--- src/rtl/inst_prefetch_buf_pkg.sv ---
// Shared definitions for the instruction prefetch buffer: FSM encoding and word width.
package inst_prefetch_buf_pkg;

  typedef enum logic [1:0] {
    S_IDLE  = 2'd0,
    S_FETCH = 2'd1,
    S_HALT  = 2'd2
  } state_e;

  localparam int INST_W = 32;

endpackage

--- src/rtl/inst_prefetch_buf_fifo.sv ---
// inst_fifo: DEPTH x W storage for fetched {pc, inst} pairs; clear has priority over push/pop.
module inst_fifo #(
  parameter int DEPTH = 4,
  parameter int W     = 64,
  parameter int CW    = $clog2(DEPTH) + 1
) (
  input  logic          clk,
  input  logic          rst_n,
  input  logic          push,
  input  logic [W-1:0]  push_data,
  input  logic          pop,
  input  logic          clear,
  output logic          full,
  output logic          empty,
  output logic [CW-1:0] count,
  output logic [W-1:0]  head_data
);

  localparam int PW = $clog2(DEPTH);

  logic [W-1:0]  mem_q [DEPTH];
  logic [PW-1:0] wr_ptr_q, wr_ptr_d;
  logic [PW-1:0] rd_ptr_q, rd_ptr_d;
  logic [CW-1:0] count_q, count_d;
  logic          do_push, do_pop;

  assign full      = (count_q == CW'(DEPTH));
  assign empty     = (count_q == '0);
  assign count     = count_q;
  assign head_data = mem_q[rd_ptr_q];

  always_comb begin
    do_push  = push && !full && !clear;
    do_pop   = pop && !empty && !clear;
    wr_ptr_d = wr_ptr_q;
    rd_ptr_d = rd_ptr_q;
    count_d  = count_q;
    if (clear) begin
      wr_ptr_d = '0;
      rd_ptr_d = '0;
      count_d  = '0;
    end else begin
      if (do_push) wr_ptr_d = wr_ptr_q + PW'(1);
      if (do_pop)  rd_ptr_d = rd_ptr_q + PW'(1);
      case ({do_push, do_pop})
        2'b10:   count_d = count_q + CW'(1);
        2'b01:   count_d = count_q - CW'(1);
        default: count_d = count_q;
      endcase
    end
  end

  always_ff @(posedge clk or negedge rst_n) begin
    if (!rst_n) begin
      wr_ptr_q <= '0;
      rd_ptr_q <= '0;
      count_q  <= '0;
    end else begin
      wr_ptr_q <= wr_ptr_d;
      rd_ptr_q <= rd_ptr_d;
      count_q  <= count_d;
    end
  end

  // Storage needs no reset: entries are only visible while count is non-zero.
  always_ff @(posedge clk) begin
    if (do_push) mem_q[wr_ptr_q] <= push_data;
  end

endmodule

--- src/rtl/inst_prefetch_buf.sv ---
// Instruction prefetch buffer: issues ROM reads, queues {pc, inst}, flushes on redirect.
// Optional counters stat_fetch/stat_drop/stat_stall when INST_PREFETCH_STATS_EN is defined.
//
//   state   | meaning
//   S_IDLE  | first cycle after reset release, no fetch
//   S_FETCH | issue reads while credit allows and halt is low
//   S_HALT  | fetch stopped, FIFO keeps draining
module inst_prefetch_buf
  import inst_prefetch_buf_pkg::*;
#(
  parameter int            AW       = 32,
  parameter int            DEPTH    = 4,
  parameter logic [AW-1:0] RESET_PC = '0
) (
  input  logic              clk,
  input  logic              rst,
  output logic              rom_ce,
  output logic [AW-1:0]     rom_addr,
  input  logic [INST_W-1:0] rom_data,
  input  logic              redirect,
  input  logic [AW-1:0]     redirect_pc,
  input  logic              halt,
  output logic              id_valid,
  input  logic              id_ready,
  output logic [AW-1:0]     id_pc,
  output logic [INST_W-1:0] id_inst
`ifdef INST_PREFETCH_STATS_EN
  ,
  output logic [31:0]       stat_fetch,
  output logic [15:0]       stat_drop,
  output logic [31:0]       stat_stall
`endif
);

  localparam int CW = $clog2(DEPTH) + 1;
  localparam int EW = AW + INST_W;

  state_e        state_q, state_d;
  logic [AW-1:0] pc_q, pc_d;
  logic [AW-1:0] ret_pc_q, ret_pc_d;
  logic          inflight_q, inflight_d;
  logic          tag_q, tag_d;
  logic          epoch_q, epoch_d;

  logic          issue, credit_ok, ret_ok, drop_ret;
  logic          fifo_push, fifo_pop, fifo_full, fifo_empty;
  logic [CW-1:0] fifo_count;
  logic [EW-1:0] fifo_head;
  logic          unused_redirect_lsbs;

  assign unused_redirect_lsbs = ^redirect_pc[1:0];

  // count + inflight never exceeds DEPTH, so a returning word always has a slot.
  assign credit_ok = ((fifo_count + CW'(inflight_q)) < CW'(DEPTH)) && !fifo_full;

  always_comb begin
    state_d    = state_q;
    pc_d       = pc_q;
    ret_pc_d   = ret_pc_q;
    inflight_d = 1'b0;
    tag_d      = tag_q;
    epoch_d    = epoch_q;
    issue      = 1'b0;
    case (state_q)
      S_IDLE:  state_d = S_FETCH;
      S_FETCH: begin
        issue = credit_ok && !halt && !redirect;
        if (halt) state_d = S_HALT;
      end
      S_HALT:  if (!halt) state_d = S_FETCH;
      default: state_d = S_IDLE;
    endcase
    if (issue) begin
      pc_d       = pc_q + AW'(4);
      ret_pc_d   = pc_q;
      inflight_d = 1'b1;
      tag_d      = epoch_q;
    end
    if (redirect) begin
      pc_d    = {redirect_pc[AW-1:2], 2'b00};
      epoch_d = ~epoch_q;
    end
  end

  always_comb begin
    ret_ok    = inflight_q && (tag_q == epoch_q) && !redirect;
    drop_ret  = inflight_q && !ret_ok;
    fifo_push = ret_ok;
    fifo_pop  = id_valid && id_ready && !redirect;
    rom_ce    = issue;
    rom_addr  = issue ? pc_q : '0;
    id_valid  = !fifo_empty;
    id_pc     = id_valid ? fifo_head[EW-1:INST_W] : '0;
    id_inst   = id_valid ? fifo_head[INST_W-1:0]  : '0;
  end

  always_ff @(posedge clk or negedge rst) begin
    if (!rst) begin
      state_q    <= S_IDLE;
      pc_q       <= RESET_PC;
      ret_pc_q   <= '0;
      inflight_q <= 1'b0;
      tag_q      <= 1'b0;
      epoch_q    <= 1'b0;
    end else begin
      state_q    <= state_d;
      pc_q       <= pc_d;
      ret_pc_q   <= ret_pc_d;
      inflight_q <= inflight_d;
      tag_q      <= tag_d;
      epoch_q    <= epoch_d;
    end
  end

  inst_fifo #(
    .DEPTH (DEPTH),
    .W     (EW),
    .CW    (CW)
  ) u_fifo (
    .clk       (clk),
    .rst_n     (rst),
    .push      (fifo_push),
    .push_data ({ret_pc_q, rom_data}),
    .pop       (fifo_pop),
    .clear     (redirect),
    .full      (fifo_full),
    .empty     (fifo_empty),
    .count     (fifo_count),
    .head_data (fifo_head)
  );

`ifdef INST_PREFETCH_STATS_EN
  logic [31:0] stat_fetch_q, stat_fetch_d;
  logic [15:0] stat_drop_q, stat_drop_d;
  logic [31:0] stat_stall_q, stat_stall_d;
  logic [15:0] drop_inc;

  always_comb begin
    stat_fetch_d = stat_fetch_q;
    stat_stall_d = stat_stall_q;
    drop_inc     = 16'(drop_ret) + (redirect ? 16'(fifo_count) : 16'd0);
    if (issue && stat_fetch_q != 32'hFFFF_FFFF) stat_fetch_d = stat_fetch_q + 32'd1;
    if (id_ready && !id_valid && stat_stall_q != 32'hFFFF_FFFF) stat_stall_d = stat_stall_q + 32'd1;
    if (stat_drop_q > (16'hFFFF - drop_inc)) stat_drop_d = 16'hFFFF;
    else                                      stat_drop_d = stat_drop_q + drop_inc;
  end

  always_ff @(posedge clk or negedge rst) begin
    if (!rst) begin
      stat_fetch_q <= '0;
      stat_drop_q  <= '0;
      stat_stall_q <= '0;
    end else begin
      stat_fetch_q <= stat_fetch_d;
      stat_drop_q  <= stat_drop_d;
      stat_stall_q <= stat_stall_d;
    end
  end

  assign stat_fetch = stat_fetch_q;
  assign stat_drop  = stat_drop_q;
  assign stat_stall = stat_stall_q;
`endif

endmodule
--- config.mk ---
export PLATFORM = sky130hd
export DESIGN_NAME = inst_prefetch_buf
export DESIGN_NICKNAME = d
export VERILOG_FILES = /design/src/rtl/inst_prefetch_buf_pkg.sv /design/src/rtl/inst_prefetch_buf_fifo.sv /design/src/rtl/inst_prefetch_buf.sv
export SDC_FILE = /design/constraint.sdc
export NUM_CORES = 1
export LEC_CHECK = 0
export BUFFER_PORTS_ARGS = -buffer_cell sky130_fd_sc_hd__clkbuf_2
export CAP_MARGIN = 20
export CORE_ASPECT_RATIO = 1.25
export CORE_MARGIN = 3
export CORE_UTILIZATION = 40
export CTS_CLUSTER_DIAMETER = 100
export CTS_CLUSTER_SIZE = 24
export DETAILED_ROUTE_END_ITERATION = 7
export PLACE_DENSITY = 0.63
export SYNTH_ARGS = -nofsm -noshare
export SYNTH_HDL_FRONTEND = slang
export SYNTH_SLANG_ARGS = --single-unit
--- constraint.sdc ---
create_clock -name clk -period 8.5 [get_ports clk]
set_input_delay 0.85 -clock clk [delete_from_list [all_inputs] [get_ports clk]]
set_output_delay 0.85 -clock clk [all_outputs]
set_load 0.01 [all_outputs]
; ---- Word level (Yosys, flattened, before mapping)
; Memories as Yosys holds them, arrays and structs flattened.
; Cells that the tools add are included.
[classes]
n_addsub = 6
magnitude_cmp = 1
n_eq_ne = 8
muxes = 18
n_bitwise = 1
n_reduce_logical = 22
[ops]
columns = cell, n
row1 = 32-bit 2-to-1 mux, 5
row2 = "32-bit by 3-bit adder with 32-bit output, second input constant", 1
row3 = 2-bit 2-to-1 mux, 6
row4 = 1-bit logical AND, 11
row5 = 2-bit one-hot mux with 3 select lines, 1
row6 = 3-bit one-hot mux with 2 select lines, 1
row7 = 2-bit nonzero test, 3
row8 = "2-bit by 1-bit adder with 2-bit output, second input constant", 2
row9 = "2-bit by 1-bit == test with 1-bit output, second input constant", 2
row10 = "2-bit == test, second input constant", 2
row11 = 1-bit zero test, 4
row12 = 1-bit 2-to-1 mux, 4
row13 = "2-bit != test, second input constant", 2
row14 = 3-bit by 1-bit adder with 3-bit output, 1
row15 = "3-bit by 1-bit adder with 3-bit output, second input constant", 1
row16 = "3-bit == test, second input constant", 1
row17 = 3-bit zero test, 1
row18 = "3-bit less-than comparator, second input constant", 1
row19 = 3-bit 2-to-1 mux, 1
row20 = 3-bit nonzero test, 1
row21 = "3-bit by 1-bit subtractor with 3-bit output, second input constant", 1
row22 = 2-bit zero test, 1
row23 = 2-bit AND reduction, 1
row24 = 1-bit == test, 1
row25 = 1-bit NOT, 1
[totals]
ff_bits = 76
ram_bits = 256
in_bits = 69
out_inout_bits = 98
word_cells = 66
memories = 1
[mem_list]
columns = memory, words, width, rd, rd_ports_with_merged_regs, write_ports, line_no
row1 = u_fifo.mem_q, 4, 64, 1, 0, 1, inst_prefetch_buf_fifo.sv:21  ; logic [W-1:0] mem_q [DEPTH];

; ---- Depth between registers and ports, before layout
; Gate-level depths: netlist (run 1).
[logic_depth]
depth_word = 9
mapped_depth = 8
depth_no_buf = 7

; ---- Modules after synthesis
; From an unflattened synthesis (run 1), not the netlist that was laid out.
[unflattened]
cells_unflattened = 799
area_unflattened_um2 = 13609.3
[modules_own_cells]
columns = module, instances, cells_per_inst, area_each_um2, seq_area_each_um2
row1 = inst_fifo, 1, 398, 9785.6, 7862.5
row2 = inst_prefetch_buf, 1, 401, 3823.7, 1626.6

; ---- Worst setup path after synthesis (run 1)
; OpenSTA, ideal clock, no wires.
[synth_path]
path_type = input to register
start = input port redirect
end = memory u_fifo.mem_q[0][0] (enable)
t_arrival_ns = 3.088
required_ns = 8.073
path_slack_ns = 4.985
stages = 4
path_buffers = 2
path_cell_list = buf_2 > a2111oi_4 > buf_2 > and2_1
[synth_between]
elab_chain_len = 6
[synth_rtl]
columns = item, line_no
row1 = "start, declared", inst_prefetch_buf.sv:20  ; input logic redirect,
row2 = 1-bit zero test (*), "inst_prefetch_buf_fifo.sv:33, inst_prefetch_buf.sv:86"
row3 = 1-bit logical AND, inst_prefetch_buf.sv:86  ; ret_ok = inflight_q && (tag_q == epoch_q) && !redirect;
row4 = 1-bit logical AND, inst_prefetch_buf_fifo.sv:33  ; do_push = push && !full && !clear;
row5 = 1-bit logical AND (*), inst_prefetch_buf_fifo.sv:33
row6 = 1-bit 2-to-1 mux (*), inst_prefetch_buf_fifo.sv:67  ; if (do_push) mem_q[wr_ptr_q] <= push_data;
row7 = 1-bit 2-to-1 mux (not written as such) (*), inst_prefetch_buf_fifo.sv:67
row8 = "end, declared", inst_prefetch_buf_fifo.sv:21
; Every way passes the cells marked *; elsewhere a longest branch is shown, timed or not.

; ---- Final worst setup path (run 1)
[layout_path]
start = register u_fifo.rd_ptr_q[0]
end = output port id_pc[18]
[layout_between]
elab_chain_len = 2
[layout_rtl]
columns = item, line_no
row1 = "start, declared", inst_prefetch_buf_fifo.sv:23  ; logic [PW-1:0] rd_ptr_q, rd_ptr_d;
row2 = "start signal, assigned", inst_prefetch_buf_fifo.sv:60  ; rd_ptr_q <= rd_ptr_d;
row3 = memory read 4 x 64 bit, -
row4 = 32-bit 2-to-1 mux, inst_prefetch_buf.sv:93  ; id_pc = id_valid ? fifo_head[EW-1:INST_W] : '0;
row5 = "end, declared", inst_prefetch_buf.sv:25  ; output logic [AW-1:0] id_pc,
; Every way passes these cells.

==> reports/results.md, run 1 <==
- finished, final reports clean — result of the run
- 0 — number of antenna violations at the first check in global routing
- 0.4494 — share of the clock period used by the worst path after layout
- 0 — Antenna Diode Count
- 12980 µm² — area of the mapped netlist
- 0 — number of hold violations in the final report
- 0.50 ns — later-pin clock latency in the skew report
- 0 — fin. max-slew vios
- 248 — Post-synth EDFFs
- 1.126 mm — WL met3
- 983 — final-stage net count
- 40.50 mm — global-route wire length before repair
- 2.97 ns — CP arrival
- 11.14 mm — routed length on met1
- 66 — largest net degree at the start of global routing
- 3 — Longest Clk Path Bufs
- 4 — length of the first detailed-routing pass in iterations
- id_pc[18] — capturing instance or port of the critical path
- built — clock tree from TritonCTS
- u_fifo.rd_ptr_q[0] — first element of the critical path
- 0 — number of design rule violations left after detail routing
- sky130_fd_sc_hd__clkbuf_16 — root cell of the clock tree
- 0.01821 — synthesized-area fraction occupied by xor and xnor cells
- 51 — distinct cell type count after synthesis
- 3 — worst r2r path cells
- 320 — TritonCTS Sinks
- 0.2334 ns — worst slack on hold paths
- 0 ns — setup_tns
- 0.1470 — total routing usage reported by global routing
- 251.3 nW/µm² — power density over cell area
- 0.09 ns — clock transition time at the flip-flop clock pins of the worst setup and hold paths
- 17 — TritonCTS Buffers
- 0.01148 ns — setup clock skew after layout
- multiplexers — dominant combinational cell family by area after synthesis
- 764 — post-synthesis cell count
- 73 — # rows
- 0.81 ns — delay of the slowest cell on the worst path
- sky130_fd_sc_hd__buf_4 — Slowest cell on crit path
- 0.5736 — share of Yosys cell area claimed by the top area cell type
- 0 — post-cts resize count
- 46 — crit-path max FO
- 0 — final antenna-violating net count
- 0.4073 — Starting Density
- 0 — total of warnings raised by yosys
- 5.523 nW — static leakage
- 0.2250 — async set-reset flop share out of synthesis
- 261.8 MHz — highest clock frequency the design can meet
- 0.9975 ns — slew at the pin closest to its max-slew limit
- 25.83 mm — wire length after detailed routing
- 5.80 ns — slack of the worst reg-to-reg path
- 0.7819 — last weighted congestion value of the routability-driven placer
- 0.0001582 V — largest voltage drop on the vdd net
- u_fifo.mem_q[0][29] — Crit Reg-Reg Endpoint
- 3.820 ns — shortest clock period the worst path allows after layout
- 19.42 µm — per-cell routed wire length
- met4 — uppermost layer routed
- buf_4, mux4_2, and2_1, clkbuf_2 — critical path cell sequence
- 0.09569 — area fraction in and, or, nand and nor cells after synthesis
- 1 — number of H-tree levels
- 320 — Seq cells post-synth
- 0.7123 — portion of the post-synthesis area used by sequential elements
- 5.183 — Via-to-Cell Ratio
- 0.1101 — multiplexer share of the synthesized area
- 0 — max cap viols
- sky130_fd_sc_hd__edfxtp_1, sky130_fd_sc_hd__dfrtp_1, sky130_fd_sc_hd__mux4_2, sky130_fd_sc_hd__and2_1, sky130_fd_sc_hd__a21o_1 — ranking of synthesized cells by area
- 396 — violation count after the first detailed-route iteration
- reg -> out — type of the worst setup path
- 0.03912 — share of the synthesized area in compound gates (AO/OA/AOI/OAI)
- 7081 — number of global-route vias before repair
- 16.99 µm² — mean post-synth cell area
- 0 — number of setup violations in the final report
- 0.3350 — headroom to the max-slew limit
- 0.2876 — share of final-layout standard cells stronger than drive strength 1
- 31880 µm² — core area
- 207.4 µm — die height
- 0 — hold buffer count at cts
- 4.862 ns — Post-Place Worst Slack
- u_fifo.count[0] — startpoint of the most critical register-to-register path
- sky130_fd_sc_hd__edfxtp_1 — count leader, synth
- 1330 — Cell Count, Final, Fillers Out
- 12.93% — area added between synthesis and finish
- no — setup repair after global routing missed its margin
- 6893 — total vias in the final route
- 7.65 ns — required time at the worst-slack endpoint
- sky130_fd_sc_hd__edfxtp_1, sky130_fd_sc_hd__dfrtp_1, sky130_fd_sc_hd__and2_1 — cell types with the highest counts after synthesis
- flip-flop — launching element type of the critical path
- 0 — remaining global-route overflow
- 13.17 mm — Routed met2 length
- 4.680 ns — min setup slack post-route
- output pin — Critical Path Sink Type
- sky130_fd_sc_hd__edfxtp_1 — ys flop type
- 160 — Port Buf Inserts
- 0.006360 — Post-Synth Adder-Cell Area
- 167 — boundary pin count
- 1301 — cell count after placement
- 34670 µm² — die area
- sky130_fd_sc_hd__edfxtp_1 — post-synthesis cell type with the largest combined area
- 0 — number of setup buffers added after CTS
- 15.66 mm — detailed placer's ending HPWL
- 167.1 µm — overall die width
- in -> async — worst hold path class
## stage by stage
step / util / area [µm²] / power, W
2_1_floorplan: - / 13000 / 0.002570
3_3_place_gp: 0.4448 / 14180 / 0.002869
3_5_place_dp: 0.4448 / 14180 / 0.002893
4_1_cts: 0.4600 / 14660 / 0.003750
5_1_grt: 0.4600 / 14660 / 0.003888
6_report: 0.4600 / 14660 / 0.003684
## report_power, final
part           internal (W)  switching (W)  total, W
registers           0.00190       0.000159   0.00206
logic              0.000363       0.000414  0.000777
clock network      0.000383       0.000468  0.000852
## cell type report
cell class	instances	area (µm²)
fill	2798	17210
sequential	320	9254
multi-input combinational	394	3525
timing repair buffer	167	855.8
tap	412	515.5
clock buffer	27	462.9
inverter	8	30.03
clock inverter	2	20.02
## cells by family (layout without fill, tap and decap cells)
kind of cell / count (synthesis) / after routing
compound gates: 72 / 72
xor+xnor: 27 / 27
flops: 320 / 320
mux: 65 / 65
fa+ha+maj: 6 / 6
simple gates: 220 / 220
other cells: 1 / 4
buf+inv: 53 / 204
## layer usage
| metal | track usage | vias to the layer above |
|---|---|---|
| li1 | - | 3211 |
| met1 | 0.1983 | 3497 |
| met2 | 0.2568 | 159 |
| met3 | 0.02000 | 26 |
| met4 | 0.03189 | 0 |
| met5 | 0 | - |
## worst min-delay path by stage
| stage | from | end | slack (ns) | depth (start not counted) |
|---|---|---|---|---|
| after floorplan | tag_q | tag_q | 0.47 | 2 |
| after global placement | tag_q | tag_q | 0.48 | 2 |
| after detailed placement | tag_q | tag_q | 0.48 | 2 |
| after CTS | rst | pc_q[6] | 0.22 | 1 |
| after global routing | rst | pc_q[6] | 0.23 | 1 |
| final | rst | pc_q[7] | 0.23 | 1 |
## placed cells by master (no fill, tap or decap), drive strengths merged, types with 5 or more instances in the layout
cell	instances
dfrtp	72
xnor2	9
nor2	13
nand3	15
nand4	13
ha	5
o21ai	24
a21o	30
nor3	8
edfxtp	248
mux4	62
clkbuf	186
nor4	5
xor2	18
o211ai	6
nand2	47
and3	32
and4	5
buf	8
inv	8
and2	69
## critical path: cells and delay by family, from the launching register on
family | cells | cell delay [ns]
buffers and inverters | 2 | 0.95
DFF | 1 | 0.68
and+or+nand+nor | 1 | 0.21
muxes | 1 | 0.59
## flip-flops by register name, indices dropped and copies added (netlist names)
register / count
u_fifo.mem_q: 248
ret_pc_q: 30
state_q: 2
inflight_q: 1
u_fifo.count: 3
epoch_q: 1
tag_q: 1
u_fifo.rd_ptr_q: 2
pc_q: 30
u_fifo.wr_ptr_q: 2
(Power assumes the default switching activity.)
==> run 2: changes to the inputs <==
Settings changed: ABC_AREA set to 1, PLACE_DENSITY 0.63 to 0.62.
Clock period 8.5 ns to 3.72 ns, I/O delays scaled along.
==> run 2 against run 1 <==
- sequential power grew 120%
- clock skew grew 0.0028 ns
- total power grew 99%
- routed wire length grew 25%
- utilization grew 0.15 points
- synthesized area grew 6.2%
- final area grew 6.3%
- sequential share of layout area shrank 3.7 points
- first-iteration DRC count grew 70%
- worst hold slack lost 0.16 ns
- non-clock buffer count grew 18
==> reports/results.md, run 2 <==
- 0 — number of hold violations in the final report, unchanged
- 0 — number of antenna violations at the first check in global routing, unchanged
- 32.23 mm — wire length after detailed routing, was 25.83 mm
- sky130_fd_sc_hd__nor2_1 — most frequent standard cell in the layout excluding fill and tap cells, was sky130_fd_sc_hd__edfxtp_1
- 248 — number of flip-flops in the largest register, unchanged
- 2.63 ns — CP arrival, was 2.97 ns
- 0.111 — proportion of power drawn by combinational gates, was 0.211
- halt — start point of the worst min-delay path
- 0 — number of setup violations in the final report, unchanged
- 0.8072 — share of the clock period used by the worst path after layout
- 13790 µm² — area of the mapped netlist, was 12980 µm²
- 15590 µm² — Layout Cell Area excl Fill, was 14660 µm²
- 320 — Seq cells post-synth, unchanged
- u_fifo.rd_ptr_q[0] — first element of the critical path, unchanged
- 0 — number of design rule violations left after detail routing, unchanged
- 0.8501 ns — slew at the pin closest to its max-slew limit, was 0.9975 ns
- 1341 — post-synthesis cell count, was 764
- sky130_fd_sc_hd__edfxtp_1, sky130_fd_sc_hd__dfrtp_1, sky130_fd_sc_hd__nor2_1, sky130_fd_sc_hd__nand2_1, sky130_fd_sc_hd__o21ai_0 — ranking of synthesized cells by area, was sky130_fd_sc_hd__edfxtp_1, sky130_fd_sc_hd__dfrtp_1, sky130_fd_sc_hd__mux4_2, sky130_fd_sc_hd__and2_1, sky130_fd_sc_hd__a21o_1
- 1553 — final-stage net count, was 983
- u_fifo.count[0] — startpoint of the most critical register-to-register path, unchanged
- 333.0 MHz — highest clock frequency the design can meet
- 0 — Antenna Diode Count, unchanged
- 7 — worst r2r path cells, was 3
- sky130_fd_sc_hd__edfxtp_1 — post-synthesis cell type with the largest combined area, unchanged
- 36750 µm² — die area, was 34670 µm²
- 4 — WP buf/inv, was 2
- 0.269 — Clk network pwr share, was 0.231
- output pin — Critical Path Sink Type, unchanged
- 0.1733 — total routing usage reported by global routing, was 0.1470
- 0.5401 — share of Yosys cell area claimed by the top area cell type, was 0.5736
- 167 — boundary pin count, unchanged
- sky130_fd_sc_hd__clkbuf_16 — root cell of the clock tree, unchanged
- flip-flop — launching element type of the critical path, unchanged
- 0.4081 — Starting Density, was 0.4073
- 9554 — total vias in the final route, was 6893
- 0.8870 — last weighted congestion value of the routability-driven placer, was 0.7819
- 471.3 nW/µm² — power density over cell area, was 251.3 nW/µm²
- 0.005422 W — total internal power, was 0.002642 W
- 15080 µm² — post-detailed-placement cell area, was 14180 µm²
- 6 — Critical Path Stages, was 4
- 17 — TritonCTS Buffers, unchanged
- 0.2620 — switching share of power, was 0.2827
- 172.1 µm — overall die width, was 167.1 µm
- 0.09 ns — clock transition time at the flip-flop clock pins of the worst setup and hold paths, about the same
- 9270 — number of global-route vias before repair, was 7081
- sky130_fd_sc_hd__nor2_1, sky130_fd_sc_hd__edfxtp_1, sky130_fd_sc_hd__nand2_1 — cell types with the highest counts after synthesis, was sky130_fd_sc_hd__edfxtp_1, sky130_fd_sc_hd__dfrtp_1, sky130_fd_sc_hd__and2_1
- 0 — remaining global-route overflow, unchanged
- 0.1613 — share of final-layout standard cells stronger than drive strength 1, was 0.2876
- sky130_fd_sc_hd__dfrtp_4 — Slowest cell on crit path, was sky130_fd_sc_hd__buf_4
- 16.87 µm — per-cell routed wire length, was 19.42 µm
- buffers and inverters — kind of cell with the highest combined delay on the critical path, unchanged
- inv_2, buf_4, buf_4, o21ai_0, a21oi_1, clkbuf_2 — critical path cell sequence, was buf_4, mux4_2, and2_1, clkbuf_2
- 6 — length of the first detailed-routing pass in iterations, was 4
- finished, final reports clean — result of the run, unchanged
- 33780 µm² — core area, was 31880 µm²
- 0 — fin. max-slew vios, unchanged
- 75 — # rows, was 73
- sky130_fd_sc_hd__nor2_1 — count leader, synth, was sky130_fd_sc_hd__edfxtp_1
- 3.003 ns — shortest clock period the worst path allows after layout
- 0.620 — Seq pwr share, was 0.558
- 0.2250 — async set-reset flop share out of synthesis, unchanged
- 33 — distinct cell type count after synthesis, was 51
- 0 — number of setup buffers added after CTS, unchanged
- no — setup repair after global routing missed its margin, unchanged
- in -> reg — worst hold path class, was in -> async
- 0 — max cap viols, unchanged
- 0.007347 W — PnR Total Power, was 0.003684 W
- 20.83 mm — detailed placer's ending HPWL, was 15.66 mm
- 73 — largest net degree at the start of global routing, was 66
- built — clock tree from TritonCTS, unchanged
- 35 — crit-path max FO, was 46
- 0.0002617 V — largest voltage drop on the vdd net, was 0.0001582 V
- 320 — TritonCTS Sinks, unchanged
- 10.28 µm² — mean post-synth cell area, was 16.99 µm²
- 0 — post-cts resize count, unchanged
- u_fifo.mem_q (248), pc_q (30), ret_pc_q (30) — top flop regs, unchanged
- 0.6708 — portion of the post-synthesis area used by sequential elements, was 0.7123
- 4.999 — Via-to-Cell Ratio, was 5.183
- 13.06% — area added between synthesis and finish, was 12.93%
- 3 — Longest Clk Path Bufs, unchanged
- 50.24 mm — global-route wire length before repair, was 40.50 mm
- 0.01430 ns — setup clock skew after layout, was 0.01148 ns
- 0.49 ns — delay of the slowest cell on the worst path, was 0.81 ns
- 1 — number of H-tree levels, unchanged
- sky130_fd_sc_hd__edfxtp_1 — ys flop type, unchanged
- 0.4333 — headroom to the max-slew limit, was 0.3350
- 0 — total of warnings raised by yosys, unchanged
- 213.6 µm — die height, was 207.4 µm
- 0.50 ns — later-pin clock latency in the skew report, about the same
- 0.001925 W — Net Switching, was 0.001042 W
- 1 — hold buffer count at cts, was 0
- 2 — number of instances on the worst hold path
- 3.35 ns — required time at the worst-slack endpoint, was 7.65 ns
- sky130_fd_sc_hd__nor2_1, sky130_fd_sc_hd__edfxtp_1, sky130_fd_sc_hd__nand2_1 — most frequent cells in the layout, was sky130_fd_sc_hd__edfxtp_1, sky130_fd_sc_hd__clkbuf_2, sky130_fd_sc_hd__dfrtp_1
- u_fifo.mem_q — most flop-heavy register, unchanged
- 0 — final antenna-violating net count, unchanged
- 160 — Port Buf Inserts, unchanged
- 674 — violation count after the first detailed-route iteration, was 396
- 6.099 nW — static leakage, was 5.523 nW
- 248 — Post-synth EDFFs, unchanged
- reg -> out — type of the worst setup path, unchanged
- sky130_fd_sc_hd__buf_4 — cell type with the highest occurrence count on the critical path
==> run 2: power groups by stage <==
stage          clock network, W  logic [W]  registers, W
3_3_place_gp                  0   0.000809       0.00461
2_1_floorplan                 0   0.000560       0.00453
6_report                0.00197   0.000817       0.00456
3_5_place_dp                  0   0.000828       0.00463
4_1_cts                 0.00203   0.000831       0.00455
5_1_grt                 0.00218   0.000948       0.00460
==> run 2: final timing paths <==
path | to | slack, ns
min in group asynchronous | pc_q[27] | 0.45
worst min-delay path | state_q[0] | 0.07
worst max-delay path | id_inst[15] | 0.72
max in group asynchronous | u_fifo.rd_ptr_q[1] | 2.57
worst max register to register | pc_q[5] | 1.38
worst min register to register | u_fifo.mem_q[2][62] | 0.52
==> run 2: logic make-up after synthesis <==
family                     count (synthesis)  synth area share
AOI/OAI and AO/OA                        257           0.09628
xor gates and xnor gates                   7          0.004447
adders and majority gates                  6          0.005989
buffers and inverters                    142           0.04583
DFF                                      320            0.6708
other                                      1         0.0002720
and+or+nand+nor                          608            0.1764
==> run 2: layout make-up <==
class / instances / area [µm²]
Multi-Input combinational cell: 882 / 3949
Fill cell: 3150 / 18190
Timing Repair Buffer: 185 / 1104
Sequential cell: 320 / 9254
Clock inverter: 2 / 20.02
Tap cell: 423 / 529.3
Inverter: 72 / 270.3
Clock buffer: 27 / 462.9
==> run 2: worst reg2reg max path, delay by kind of cell, from the launching register on <==
| family | cells | cell delay (ns) |
|---|---|---|
| buf+inv | 1 | 0.26 |
| flops | 1 | 0.47 |
| simple gates | 5 | 1.43 |
| compound gates | 1 | 0.07 |
==> run 2: routing by layer <==
metal | part of all wire | global-route usage | wire length, µm | vias up
li1 | - | - | - | 4760
met1 | 0.44 | 0.2274 | 14130 | 4526
met2 | 0.49 | 0.3092 | 15900 | 237
met3 | 0.047 | 0.01881 | 1509 | 31
met4 | 0.021 | 0.04269 | 692 | 0
met5 | 0 | 0 | 0 | -
==> run 2: through the flow <==
step	hold slack (ns)	utilization	worst slack, ns	TNS [ns]	std cells
floorplan	0.07641	-	-0.2811	-69.72	1344
finish	0.07173	0.4614	0.7172	0	1911
global route	0.05657	0.4614	0.5425	0	1911
CTS	0.05357	0.4609	0.6855	0	1910
global placement	0.4773	0.4463	1.111	0	1880
detailed placement	0.4801	0.4463	1.093	0	1880
==> run 3: changes to the inputs <==
Clock period 3.72 ns to 2.8 ns, I/O delays scaled along.
==> run 3 against run 2 <==
- critical path depth unchanged
- via count up 2.1%
- critical path type unchanged
- sequential power up 33%
- register-to-register slack worse by 0.74 ns
- final area up 3.2%
- cell count up 2.4%
- global-route usage about the same
- highest routed layer unchanged
==> reports/results.md, run 3 (synthesis gave the netlist of run 2 again) <==
- finished, final reports clean — result of the run, unchanged
- u_fifo.mem_q (248), pc_q (30), ret_pc_q (30) — top flop regs, unchanged
- 563 — violation count after the first detailed-route iteration, was 674
- 0.1994 ns — min setup slack post-route, was 0.7172 ns
- 2.601 ns — shortest clock period the worst path allows after layout
- 50.63 mm — global-route wire length before repair, was 50.24 mm
- 125 — crit-path max FO, was 35
- u_fifo.rd_ptr_q[0] — first element of the critical path, unchanged
- flip-flop — launching element type of the critical path, unchanged
- u_fifo.mem_q — most flop-heavy register, unchanged
- 0.1592 — share of final-layout standard cells stronger than drive strength 1, was 0.1613
- 0 — number of hold violations in the final report, unchanged
- 0.9205 — last weighted congestion value of the routability-driven placer, was 0.8870
- 75 — # rows, unchanged
- 9254 µm² — Reg area, unchanged
- 9759 — total vias in the final route, was 9554
- 0.7102 ns — slew at the pin closest to its max-slew limit, was 0.8501 ns
- 0 — number of setup violations in the final report, unchanged
- 1956 — Cell Count, Final, Fillers Out, was 1911
- 612.1 nW/µm² — power density over cell area, was 471.3 nW/µm²
- 0 — number of antenna violations at the first check in global routing, unchanged
- 160 — Port Buf Inserts, unchanged
- redirect_pc[16] — start point of the worst min-delay path, was halt
- sky130_fd_sc_hd__nor2_1, sky130_fd_sc_hd__edfxtp_1, sky130_fd_sc_hd__nand2_1 — most frequent cells in the layout, unchanged
- 0.0004007 V — largest voltage drop on the vdd net, was 0.0002617 V
- 172.1 µm — overall die width, unchanged
- 1885 — cell count after placement, was 1880
- 17 — TritonCTS Buffers, unchanged
- reg -> out — type of the worst setup path, unchanged
- 32.62 mm — wire length after detailed routing, was 32.23 mm
- 2 — WP buf/inv, was 4
- 0 — max cap viols, unchanged
- 16.68 µm — per-cell routed wire length, was 16.87 µm
- 0.5265 — headroom to the max-slew limit, was 0.4333
- built — clock tree from TritonCTS, unchanged
- 0.9288 — share of the clock period used by the worst path after layout
- 0 — remaining global-route overflow, unchanged
- 320 — TritonCTS Sinks, unchanged
- 7 — length of the first detailed-routing pass in iterations, was 6
- buf_12, nor2_1, nor2_1, o21ai_0, a21oi_1, clkbuf_2 — critical path cell sequence, was inv_2, buf_4, buf_4, o21ai_0, a21oi_1, clkbuf_2
- 2.52 ns — required time at the worst-slack endpoint, was 3.35 ns
- 1 — number of H-tree levels, unchanged
- 9370 — number of global-route vias before repair, was 9270
- 2.32 ns — CP arrival, was 2.63 ns
- 6.314 nW — static leakage, was 6.099 nW
- 3949 µm² — area occupied by multi-input gates, unchanged
- 126 — largest net degree at the start of global routing, was 73
- tag_q — startpoint of the most critical register-to-register path, was u_fifo.count[0]
- buffers and inverters — kind of cell with the highest combined delay on the critical path, unchanged
- 1597 — final-stage net count, was 1553
- 0.4081 — Starting Density, unchanged
- 4.989 — Via-to-Cell Ratio, was 4.999
- 0.1737 — total routing usage reported by global routing, was 0.1733
- 33780 µm² — core area, unchanged
- 36750 µm² — die area, unchanged
- output pin — Critical Path Sink Type, unchanged
- 0.5986 ns — Post-Place Worst Slack, was 1.093 ns
- 0.51 ns — later-pin clock latency in the skew report, was 0.50 ns
- 20.96 mm — detailed placer's ending HPWL, was 20.83 mm
- 384.5 MHz — highest clock frequency the design can meet
- 248 — number of flip-flops in the largest register, unchanged
- 213.6 µm — die height, unchanged
- 0.02726 ns — setup clock skew after layout, was 0.01430 ns
- 3 — Longest Clk Path Bufs, unchanged
- sky130_fd_sc_hd__clkbuf_16 — root cell of the clock tree, unchanged
- 0 — number of design rule violations left after detail routing, unchanged
- 0 — Antenna Diode Count, unchanged
- 15190 µm² — post-detailed-placement cell area, was 15080 µm²
- 0 — fin. max-slew vios, unchanged
- 16090 µm² — Layout Cell Area excl Fill, was 15590 µm²
- 0.44 ns — delay of the slowest cell on the worst path, was 0.49 ns
- 16.70% — area added between synthesis and finish, was 13.06%
- sky130_fd_sc_hd__nor2_1 — most frequent standard cell in the layout excluding fill and tap cells, unchanged
- sky130_fd_sc_hd__dfrtp_4 — Slowest cell on crit path, unchanged
- 0.09 ns — clock transition time at the flip-flop clock pins of the worst setup and hold paths, about the same
- 3125 — fill count, was 3150
- sky130_fd_sc_hd__nor2_1 — cell type with the highest occurrence count on the critical path, was sky130_fd_sc_hd__buf_4
- no — setup repair after global routing missed its margin, unchanged
- in -> reg — worst hold path class, unchanged
- 167 — boundary pin count, unchanged
- 0 — final antenna-violating net count, unchanged
-- run 3: worst paths after layout --
| check | slack, ns | cells after the start | to |
|---|---|---|---|
| setup / recovery | 0.20 | 6 | id_pc[6] |
| hold / removal | 0.02 | 3 | pc_q[16] |
| setup reg to reg | 0.64 | 13 | u_fifo.count[2] |
| hold reg to reg | 0.52 | 0 | u_fifo.mem_q[1][57] |
| max in group asynchronous | 1.84 | 3 | ret_pc_q[13] |
| min in group asynchronous | 0.34 | 2 | pc_q[26] |
-- run 3: metrics by stage --
stage,util,TNS [ns],hold WS (ns),total power [W]
finish,0.4763,0,0.02049,0.009849
global route,0.4763,0,0.01093,0.01033
CTS,0.4763,0,0.0004443,0.009943
detailed placement,0.4496,0,0.3668,0.007273
global placement,0.4496,0,0.3686,0.007218
floorplan,-,-26.01,-0.01559,0.006760
-- run 3: power by group --
part           switching (W)  leakage [nW]  total [W]  internal [W]
Combinational       0.000733          2.94    0.00115      0.000420
Sequential          0.000385          3.14    0.00606       0.00567
Clock                0.00146         0.234    0.00264       0.00118
Total                0.00258          6.31    0.00985       0.00727
-- run 3: routing by layer --
layer	track usage	routed length, µm
met3	0.01862	1294
met5	0	0
met1	0.2260	14200
met2	0.3091	16280
met4	0.04875	855
-- run 3: layout make-up --
class | instances | area share
multi-input cells | 882 | 0.2454
repair buffers | 229 | 0.09922
well taps | 423 | 0.03289
clock buffers | 28 | 0.02900
clock inverters | 2 | 0.001555
flip-flops and latches | 320 | 0.5751
inverters | 72 | 0.01680
-- run 3: what timing repair did --
action / CTS / global route
hold buffers: 41 / 0
endpoints found under the hold margin: 155 / 0
buffers inserted: 0 / 0
gates resized for setup: 0 / 0
-- run 3: worst reg2reg max path, stage by stage (launching register included) --
cell and delay (ns):
sky130_fd_sc_hd__dfrtp_1 0.41, sky130_fd_sc_hd__inv_1 0.09, sky130_fd_sc_hd__nor2_1 0.05, sky130_fd_sc_hd__nor2_1 0.11, sky130_fd_sc_hd__nand3_2 0.27, sky130_fd_sc_hd__nand2_2 0.23
sky130_fd_sc_hd__inv_1 0.07, sky130_fd_sc_hd__fa_1 0.38, sky130_fd_sc_hd__xnor2_1 0.18, sky130_fd_sc_hd__inv_1 0.06, sky130_fd_sc_hd__nand2_1 0.06, sky130_fd_sc_hd__nand2_1 0.05
sky130_fd_sc_hd__nand2_1 0.06, sky130_fd_sc_hd__nand2_1 0.05
